File: src/rtl/uart_pkg.sv
// Shared UART definitions: bit-rate default, framing constants, FSM states.
// Optional parity support is compiled in when UART_RX_PARITY_EN is defined.
package uart_pkg;

  // 50 MHz / 115200 baud
  localparam int CLKS_PER_BIT_DEFAULT = 434;

  localparam logic START_BIT = 1'b0;
  localparam logic STOP_BIT  = 1'b1;

  typedef enum logic [2:0] {
    ST_IDLE   = 3'd0,
    ST_START  = 3'd1,
    ST_DATA   = 3'd2,
    ST_STOP   = 3'd3
`ifdef UART_RX_PARITY_EN
    ,
    ST_PARITY = 3'd4
`endif
  } uart_state_t;

  // Even parity: the parity bit that makes the total count of ones even.
  function automatic logic even_parity(input logic [7:0] d);
    return ^d;
  endfunction

endpackage

File: src/rtl/sync_2ff.sv
// Two-flop synchronizer for signals asynchronous to the local clock.
module sync_2ff #(
  parameter int               WIDTH     = 1,
  parameter logic [WIDTH-1:0] RESET_VAL = '1
) (
  input  logic             clk,
  input  logic             rst,
  input  logic [WIDTH-1:0] d,
  output logic [WIDTH-1:0] q
);

  logic [WIDTH-1:0] meta;

  // Two back-to-back flops to let metastability resolve before use.
  always_ff @(posedge clk or posedge rst) begin
    if (rst) begin
      meta <= RESET_VAL;
      q    <= RESET_VAL;
    end else begin
      meta <= d;
      q    <= meta;
    end
  end

endmodule

File: src/rtl/uart_rx.sv
// UART receiver: 1 start, 8 data (LSB first), optional even parity, 1 stop.
// Define UART_RX_PARITY_EN to add the parity bit between data and stop.
//
// state     | meaning
// ----------+-------------------------------------------------------------
// ST_IDLE   | line idle; waits for rx_s high (armed) then a falling edge
// ST_START  | counts half a bit, confirms start bit is still low
// ST_DATA   | samples 8 data bits at mid-bit, LSB first
// ST_PARITY | samples the even-parity bit (parity build only)
// ST_STOP   | samples the stop bit, emits rx_complete or frame_err
module uart_rx
  import uart_pkg::*;
#(
  parameter int CLKS_PER_BIT = CLKS_PER_BIT_DEFAULT
) (
  input  logic       clk_50M,
  input  logic       rst,
  input  logic       rx,
  output logic [7:0] rx_msg,
  output logic       rx_complete,
  output logic       frame_err
);

  localparam int CNT_W = (CLKS_PER_BIT > 1) ? $clog2(CLKS_PER_BIT) : 1;
  localparam logic [CNT_W-1:0] HALF_TC = CNT_W'(CLKS_PER_BIT / 2 - 1);
  localparam logic [CNT_W-1:0] BIT_TC  = CNT_W'(CLKS_PER_BIT - 1);

  logic             rx_s;
  uart_state_t      state;
  logic [CNT_W-1:0] cnt;
  logic [2:0]       bit_idx;
  logic [7:0]       data_q;
  // armed: line has been seen high since reset or the last break, so a low
  // level now really is a start edge.
  logic             armed;
  // settle: ignore the synchronizer's reset value until real samples arrive.
  logic [1:0]       settle;
`ifdef UART_RX_PARITY_EN
  logic             parity_bad;
`endif

  sync_2ff #(
    .WIDTH     (1),
    .RESET_VAL (1'b1)
  ) u_sync (
    .clk (clk_50M),
    .rst (rst),
    .d   (rx),
    .q   (rx_s)
  );

  // Receive FSM with bit-period counter and registered output pulses.
  always_ff @(posedge clk_50M or posedge rst) begin
    if (rst) begin
      state       <= ST_IDLE;
      cnt         <= '0;
      bit_idx     <= '0;
      data_q      <= '0;
      armed       <= 1'b0;
      settle      <= '0;
      rx_msg      <= 8'h00;
      rx_complete <= 1'b0;
      frame_err   <= 1'b0;
`ifdef UART_RX_PARITY_EN
      parity_bad  <= 1'b0;
`endif
    end else begin
      rx_complete <= 1'b0;
      frame_err   <= 1'b0;
      settle      <= {settle[0], 1'b1};

      case (state)
        ST_IDLE: begin
          cnt     <= '0;
          bit_idx <= '0;
`ifdef UART_RX_PARITY_EN
          parity_bad <= 1'b0;
`endif
          if (!armed) begin
            if (settle[1] && rx_s == STOP_BIT) armed <= 1'b1;
          end else if (rx_s == START_BIT) begin
            state <= ST_START;
          end
        end

        ST_START: begin
          if (cnt == HALF_TC) begin
            cnt   <= '0;
            // A start bit that has gone high by mid-bit is a glitch.
            state <= (rx_s == START_BIT) ? ST_DATA : ST_IDLE;
          end else begin
            cnt <= cnt + 1'b1;
          end
        end

        ST_DATA: begin
          if (cnt == BIT_TC) begin
            cnt             <= '0;
            data_q[bit_idx] <= rx_s;
            bit_idx         <= bit_idx + 1'b1;
            if (bit_idx == 3'd7) begin
`ifdef UART_RX_PARITY_EN
              state <= ST_PARITY;
`else
              state <= ST_STOP;
`endif
            end
          end else begin
            cnt <= cnt + 1'b1;
          end
        end

`ifdef UART_RX_PARITY_EN
        ST_PARITY: begin
          if (cnt == BIT_TC) begin
            cnt        <= '0;
            parity_bad <= (rx_s != even_parity(data_q));
            state      <= ST_STOP;
          end else begin
            cnt <= cnt + 1'b1;
          end
        end
`endif

        ST_STOP: begin
          if (cnt == BIT_TC) begin
            cnt   <= '0;
            // Leave mid stop bit so a start edge at its nominal end is caught.
            state <= ST_IDLE;
`ifdef UART_RX_PARITY_EN
            if (rx_s == STOP_BIT && !parity_bad) begin
`else
            if (rx_s == STOP_BIT) begin
`endif
              rx_msg      <= data_q;
              rx_complete <= 1'b1;
            end else begin
              frame_err <= 1'b1;
              // A low stop bit may be a break; wait for the line to go high.
              if (rx_s != STOP_BIT) armed <= 1'b0;
            end
          end else begin
            cnt <= cnt + 1'b1;
          end
        end

        default: state <= ST_IDLE;
      endcase
    end
  end

endmodule

File: config.mk
export PLATFORM = sky130hd
export DESIGN_NAME = uart_rx
export DESIGN_NICKNAME = d
export VERILOG_FILES = /design/src/rtl/uart_pkg.sv /design/src/rtl/sync_2ff.sv /design/src/rtl/uart_rx.sv
export SDC_FILE = /design/constraint.sdc
export NUM_CORES = 1
export LEC_CHECK = 0
export ABC_AREA = 1
export CORE_MARGIN = 4
export CORE_UTILIZATION = 30
export CTS_CLUSTER_DIAMETER = 150
export CTS_CLUSTER_SIZE = 12
export DETAILED_ROUTE_END_ITERATION = 10
export MAX_ROUTING_LAYER = met4
export PLACE_DENSITY_LB_ADDON = 0.25
export SETUP_SLACK_MARGIN = 0.02
export SYNTH_ARGS = -nofsm -noshare
export SYNTH_HDL_FRONTEND = slang
export SYNTH_SLANG_ARGS = --single-unit
File: constraint.sdc
create_clock -name clk_50M -period 2.07 [get_ports clk_50M]
set_clock_uncertainty 0.2 [all_clocks]
set_input_delay 0.621 -clock clk_50M [delete_from_list [all_inputs] [get_ports clk_50M]]
set_output_delay 0.621 -clock clk_50M [all_outputs]
set_load 0.01 [all_outputs]
==> implementation parameters, run 1 <==
Parameter                              Value

Run status
  Result of the run    complete, no violations

STA
  RSZ-0062 raised after global routing    false
  Period utilisation layout    96.3%
  Final hold vios    0
  Final-report max-slew violation count    0
  Summed negative setup slack over all endpoints    0 ns
  Max Clock Freq    502 MHz
  Final setup vio count    0
  Final critical delay including setup and external delays    1.99 ns

Power
  Pleak    1.08 nW
  Final Power    1.64 mW
  Maximum vdd drop    0.000261 V
  Power per cell area    793 nW/µm²

Global routing
  Aggregate global-route resource usage    9.71%
  First-pass GRT wire length    5480 µm
  Number of antenna violations at the first check in global routing    0
  Total overflow reported by the global router    0
  Number of global-route vias before repair    1247
  Pin count of the biggest net entering global routing    38

CTS
  Worst-skew pair later-pin latency    0.28 ns
  Resized cells post-CTS    0
  Clock Pin Slew Worst Setup and Hold Paths    0.07 ns
  Total clock buffers created by CTS    5
  Number of sinks handled by clock tree synthesis    37
  Post-CTS setup repair buffer count    0
  Max Root-Sink Buffers    2
  H-tree lvl count    2
  Hold Buf Count CTS    0
  Clock tree from TritonCTS    yes
  Clock Root Buffer    clkbuf_8

Finish
  Fraction of final layout cells sized beyond drive strength 1    11.4%
  Final std cell area, no fill    2070 µm²
  Area Overhead vs Synth    16.9%
  Most frequent cells in the layout    nand2_1, dfrtp_1, inv_1
  Count of placed standard cells in the final layout, fillers left out    308
  Commonest non-fill, non-tap cell in the layout    nand2_1
  Count of fill cells added during filler insertion    606
  Post-route core utilization    37.0%
  Final net count    243
  Area occupied by multi-input gates    703 µm²
  Antenna Diode Count    0
  FF/Latch Area    928 µm²

Yosys
  Average cell area after synthesis    8.18 µm²
  Compound-gate portion of the synthesized area    2.40%
  Mux share of post-synthesis cell area    0%
  Net Count, Synth    225
  Count of unique library cells instantiated by Yosys    23
  Count of yosys warnings during synthesis    0
  Gate Count Post-Synth    217
  Sequential fraction of the synthesis area    52.3%
  Area of the mapped netlist    1770 µm²
  Synthesized-area fraction occupied by adder cells    3.53%
  FF+latch count, synth    37
  Simple logic cell fraction of the synthesized area    33.0%
  Xor and xnor area share after synthesis    0.494%
  Combinational family with the most area after synthesis    simple AND/OR/NAND/NOR gates

Critical path
  Depth of the most critical reg-to-reg path    9
  R2r setup slk    0.39 ns
  Crit path cell chain    clkdlybuf4s50_1
  End of the worst register-to-register path    data_q[6]
  Family with the most delay on the worst path    buffers and inverters
  Max stage delay cell, worst path    clkdlybuf4s50_1
  Maximum fanout count along the critical path    2
  Kind of critical path    register to output port
  Largest stage delay on the critical path    0.54 ns
  Combined buffer and inverter count along the critical path    1
  Arrival time at the worst endpoint    1.17 ns
  Category of the worst setup path launch point    register
  Reg2reg start    cnt[1]
  Critical path data required time    1.25 ns
  Type of destination of the critical path    output port

Detailed routing
  First drt pass iteration count    4
  Routed length per instance    9.56 µm
  Total number of vias    1295
  Final WL    2940 µm
  Number of design-rule violations left by the first detailed-router iteration    56
  Count of nets left with antenna violations after detail routing    0
  Ratio of routed vias to standard cells    4.20
  DRC violations left    0

Min path
  Worst hold path depth    0
  End of the worst hold path    settle[1]
  Startpoint of the tightest hold check path    settle[0]
  Worst min-delay path class    register to register

Place
  Total half-perimeter wirelength after legalization and detailed placement    2080 µm
  Placer's final routability congestion estimate    0.790
  Port Buf Inserts    12
  Placed Area    1990 µm²
  Total instance count after detailed placement    300

Floorplan
  Full die area    7210 µm²
  Horizontal die dimension    84.9 µm
  Height of the chip    84.9 µm
  Core Rows    27
  Starting density of the core    31.6%
  Core area    5610 µm²
  Number of top-level pins    13

Flow run
  Number of max-capacitance violations reported    0
metal layers:
| metal | wire [µm] | GRT usage (%) | vias up |
|---|---|---|---|
| met4 | 72 | 4.75 | 0 |
| met1 | 1540 | 12.7 | 568 |
| met5 | 0 | - | - |
| li1 | - | - | 704 |
| met2 | 1220 | 13.6 | 18 |
| met3 | 115 | 3.01 | 5 |
flip-flops by register name, indices dropped and copies added, names as in the netlist:
signal and flops:
rx_complete 1, state 2, cnt 9, frame_err 1, u_sync.q 1, settle 2
u_sync.meta 1, data_q 8, bit_idx 3, armed 1, rx_msg 8
synth_stat cells (all sizes together):
master / count / area share (%)
nand2: 85 / 19
dfrtp: 35 / 49
inv: 29 / 6.1
nor2: 27 / 7.1
nand3: 11 / 4.1
nand4: 9 / 3.2
o21ai: 6 / 1.7
ha: 5 / 3.5
buf: 3 / 1.4
dfstp: 2 / 3.0
a21oi: 1 / 0.28
clkinv: 1 / 0.49
conb: 1 / 0.21
o31ai: 1 / 0.42
xnor2: 1 / 0.49
layout make-up:
type,count,share of cell area [%]
Timing Repair Buffer,14,7.12
Inverter,30,5.67
Sequential cell,37,44.8
Tap cell,72,4.35
Clock inverter,3,0.845
Clock buffer,5,3.32
Multi-Input combinational cell,147,33.9
metrics by stage:
stage | hold WS (ns) | setup WS (ns)
floorplan | 0.131 | 0.420
global placement | 0.132 | 0.396
detailed placement | 0.142 | 0.359
CTS | 0.158 | 0.0502
global route | 0.160 | 0.0231
finish | 0.152 | 0.0774
worst max-delay path by stage:
stage / startpoint / to / slack, ns / cells after the start
floorplan: rst / armed / 0.42 / 1
global placement: rx_msg[7] / rx_msg[7] / 0.40 / 1
detailed placement: cnt[1] / data_q[6] / 0.36 / 9
CTS: rx_msg[3] / rx_msg[3] / 0.05 / 1
global route: rx_msg[4] / rx_msg[4] / 0.02 / 1
finish: rx_msg[3] / rx_msg[3] / 0.08 / 1
power by group:
group	internal (mW)	switching, mW
Clock	0.232	0.251
Combinational	0.111	0.224
Sequential	0.769	0.0565
Total	1.11	0.531
kinds of logic (layout without fill, tap and decap cells):
family | count (synthesis) | after routing
compound gates | 8 | 8
buf+inv | 33 | 52
xor+xnor | 1 | 1
other cells | 1 | 1
flops | 37 | 37
simple gates | 132 | 132
fa+ha+maj | 5 | 5
worst register-to-register path, delay by kind of cell, from the launching register on:
family                   cells  cell delay, ns
AND/OR/NAND/NOR              6            0.65
flip-flops                   1            0.40
adder cells (fa/ha/maj)      1            0.15
buffers and inverters        1            0.10
AO/OA/AOI/OAI                1            0.07
(Power assumes the default switching activity.)
==> run 2, diff against run 1 <==
clock period = 2.25 ns   (was 2.07 ns; I/O delays follow)
==> implementation parameters, run 2 (synthesis gave the netlist of run 1 again) <==
Parameter                              Value

Run status
  Result of the run    complete, no violations (unchanged)

CTS
  Clock tree from TritonCTS    yes (unchanged)
  Hold Buf Count CTS    0 (unchanged)
  Worst-skew pair later-pin latency    0.28 ns (about the same)
  Number of sinks handled by clock tree synthesis    37 (unchanged)
  Clock Pin Slew Worst Setup and Hold Paths    0.07 ns (about the same)
  Clock Root Buffer    clkbuf_8 (unchanged)
  Post-CTS setup repair buffer count    0 (unchanged)
  H-tree lvl count    2 (unchanged)
  Max Root-Sink Buffers    2 (unchanged)
  Total clock buffers created by CTS    5 (unchanged)
  Resized cells post-CTS    0 (unchanged)

Finish
  Most frequent cells in the layout    nand2_1, dfrtp_1, inv_1 (unchanged)
  Most flops, register    cnt (unchanged)
  Top flop regs    cnt (9), data_q (8), rx_msg (8) (unchanged)
  Fraction of final layout cells sized beyond drive strength 1    10.6% (was 11.4%)
  Flip-flop count of the largest register, all copies and words added    9 (unchanged)
  Final net count    243 (unchanged)
  Area Overhead vs Synth    16.4% (was 16.9%)
  Area occupied by multi-input gates    703 µm² (unchanged)
  FF/Latch Area    928 µm² (unchanged)
  Commonest non-fill, non-tap cell in the layout    nand2_1 (unchanged)
  Antenna Diode Count    0 (unchanged)
  Count of fill cells added during filler insertion    615 (was 606)

Power
  Relative contribution of sequential cells to total power    49.6% (was 50.2%)
  Power share of the combinational group    20.0% (was 20.4%)
  Clock network fraction of total power    30.4% (was 29.4%)
  Final Power    1.53 mW (was 1.64 mW)
  Fraction of power spent switching nets    30.8% (was 32.3%)
  Power per cell area    742 nW/µm² (was 793 nW/µm²)
  Maximum vdd drop    0.000226 V (was 0.000261 V)
  Net Sw Power    472 µW (was 531 µW)
  Pleak    1.08 nW (about the same)
  Internal Power    1.06 mW (was 1.11 mW)

Critical path
  Critical path data required time    1.37 ns (was 1.25 ns)
  Arrival time at the worst endpoint    1.17 ns (about the same)
  Combined buffer and inverter count along the critical path    1 (unchanged)
  Max stage delay cell, worst path    clkdlybuf4s50_1 (unchanged)
  Kind of critical path    register to output port (unchanged)
  Maximum fanout count along the critical path    2 (unchanged)
  Category of the worst setup path launch point    register (unchanged)
  Largest stage delay on the critical path    0.53 ns (was 0.54 ns)
  Type of destination of the critical path    output port (unchanged)
  Crit path cell chain    clkdlybuf4s50_1 (unchanged)
  Family with the most delay on the worst path    buffers and inverters (unchanged)

Floorplan
  Horizontal die dimension    84.9 µm (unchanged)
  Number of top-level pins    13 (unchanged)
  Core Rows    27 (unchanged)
  Starting density of the core    31.6% (unchanged)
  Full die area    7210 µm² (unchanged)
  Height of the chip    84.9 µm (unchanged)
  Core area    5610 µm² (unchanged)

Detailed routing
  DRC violations left    0 (unchanged)
  Routed length per instance    9.71 µm (was 9.56 µm)
  Total number of vias    1308 (was 1295)
  Count of nets left with antenna violations after detail routing    0 (unchanged)
  Met2 routed WL    1260 µm (was 1220 µm)
  Final WL    2990 µm (was 2940 µm)
  Number of design-rule violations left by the first detailed-router iteration    60 (was 56)
  Ratio of routed vias to standard cells    4.25 (was 4.20)
  Routed length on met3    124 µm (was 115 µm)
  DRT met1 WL    1530 µm (was 1540 µm)
  First drt pass iteration count    4 (unchanged)
  Highest routed metal layer    met4 (unchanged)

STA
  Period utilisation layout    90.7%
  Summed negative setup slack over all endpoints    0 ns (unchanged)
  Final hold vios    0 (unchanged)
  RSZ-0062 raised after global routing    false (unchanged)
  Max Clock Freq    490 MHz
  Final critical delay including setup and external delays    2.04 ns
  Final-report max-slew violation count    0 (unchanged)
  Final setup vio count    0 (unchanged)

Place
  Placer's final routability congestion estimate    0.793 (was 0.790)
  Total half-perimeter wirelength after legalization and detailed placement    2210 µm (was 2080 µm)
  Port Buf Inserts    12 (unchanged)

Global routing
  First-pass GRT wire length    5670 µm (was 5480 µm)
  Number of global-route vias before repair    1256 (was 1247)
  Pin count of the biggest net entering global routing    21 (was 38)
  Aggregate global-route resource usage    10.2% (was 9.71%)
  Number of antenna violations at the first check in global routing    0 (unchanged)
  Total overflow reported by the global router    0 (unchanged)

Min path
  Worst min-delay path class    register to register (unchanged)

Flow run
  Number of max-capacitance violations reported    0 (unchanged)
-- run 2: cell types whose count changed in the layout (fill, tap and decap cells not counted) --
cell,before,now
buf_12,1,0
clkbuf_8,5,6
buf_4,1,2
clkbuf_1,0,2
clkinvlp_4,1,0
clkinv_2,2,0
-- run 2: power groups by stage --
| stage | Clock [mW] | Combinational [mW] | Sequential (mW) |
|---|---|---|---|
| 2_1_floorplan | 0 | 0.255 | 0.759 |
| 3_5_place_dp | 0 | 0.312 | 0.772 |
| 6_report | 0.466 | 0.307 | 0.759 |
| 5_1_grt | 0.525 | 0.378 | 0.766 |
| 3_3_place_gp | 0 | 0.310 | 0.772 |
| 4_1_cts | 0.488 | 0.315 | 0.759 |
-- run 2: metrics by stage --
stage          util [%]  hold WS, ns  worst slack, ns  cell area (µm²)  instances
6_report           36.8        0.153            0.209             2060        308
5_1_grt            36.8        0.161            0.143             2060        308
4_1_cts            36.8        0.158            0.192             2060        308
3_5_place_dp       35.2        0.142            0.510             1970        300
3_3_place_gp       35.2        0.132            0.523             1970        300
2_1_floorplan         -        0.131            0.546             1770        217
-- run 2: path summary, 6_finish.rpt --
path	slack, ns	endpoint	cells after the start	startpoint
setup / recovery	0.21	rx_msg[2]	1	rx_msg[2]
hold / removal	0.15	settle[1]	0	settle[0]
setup reg to reg	0.54	data_q[6]	9	cnt[1]
hold reg to reg	0.15	settle[1]	0	settle[0]
max in group asynchronous	1.06	u_sync.meta	3	rst
min in group asynchronous	0.53	armed	3	rst
-- run 2: metal layers --
| layer | up-vias | global-route usage [%] |
|---|---|---|
| met3 | 5 | 3.30 |
| met1 | 581 | 13.3 |
| met4 | 0 | 5.18 |
| met5 | - | - |
| li1 | 706 | - |
| met2 | 16 | 14.2 |
-- run 2: cell type report --
type                            instances  area share (%)
Sequential cell                        37            45.0
Multi-Input combinational cell        147            34.1
Inverter                               30            5.70
Timing Repair Buffer                   14            6.55
Clock buffer                            8            4.36
Tap cell                               72            4.36
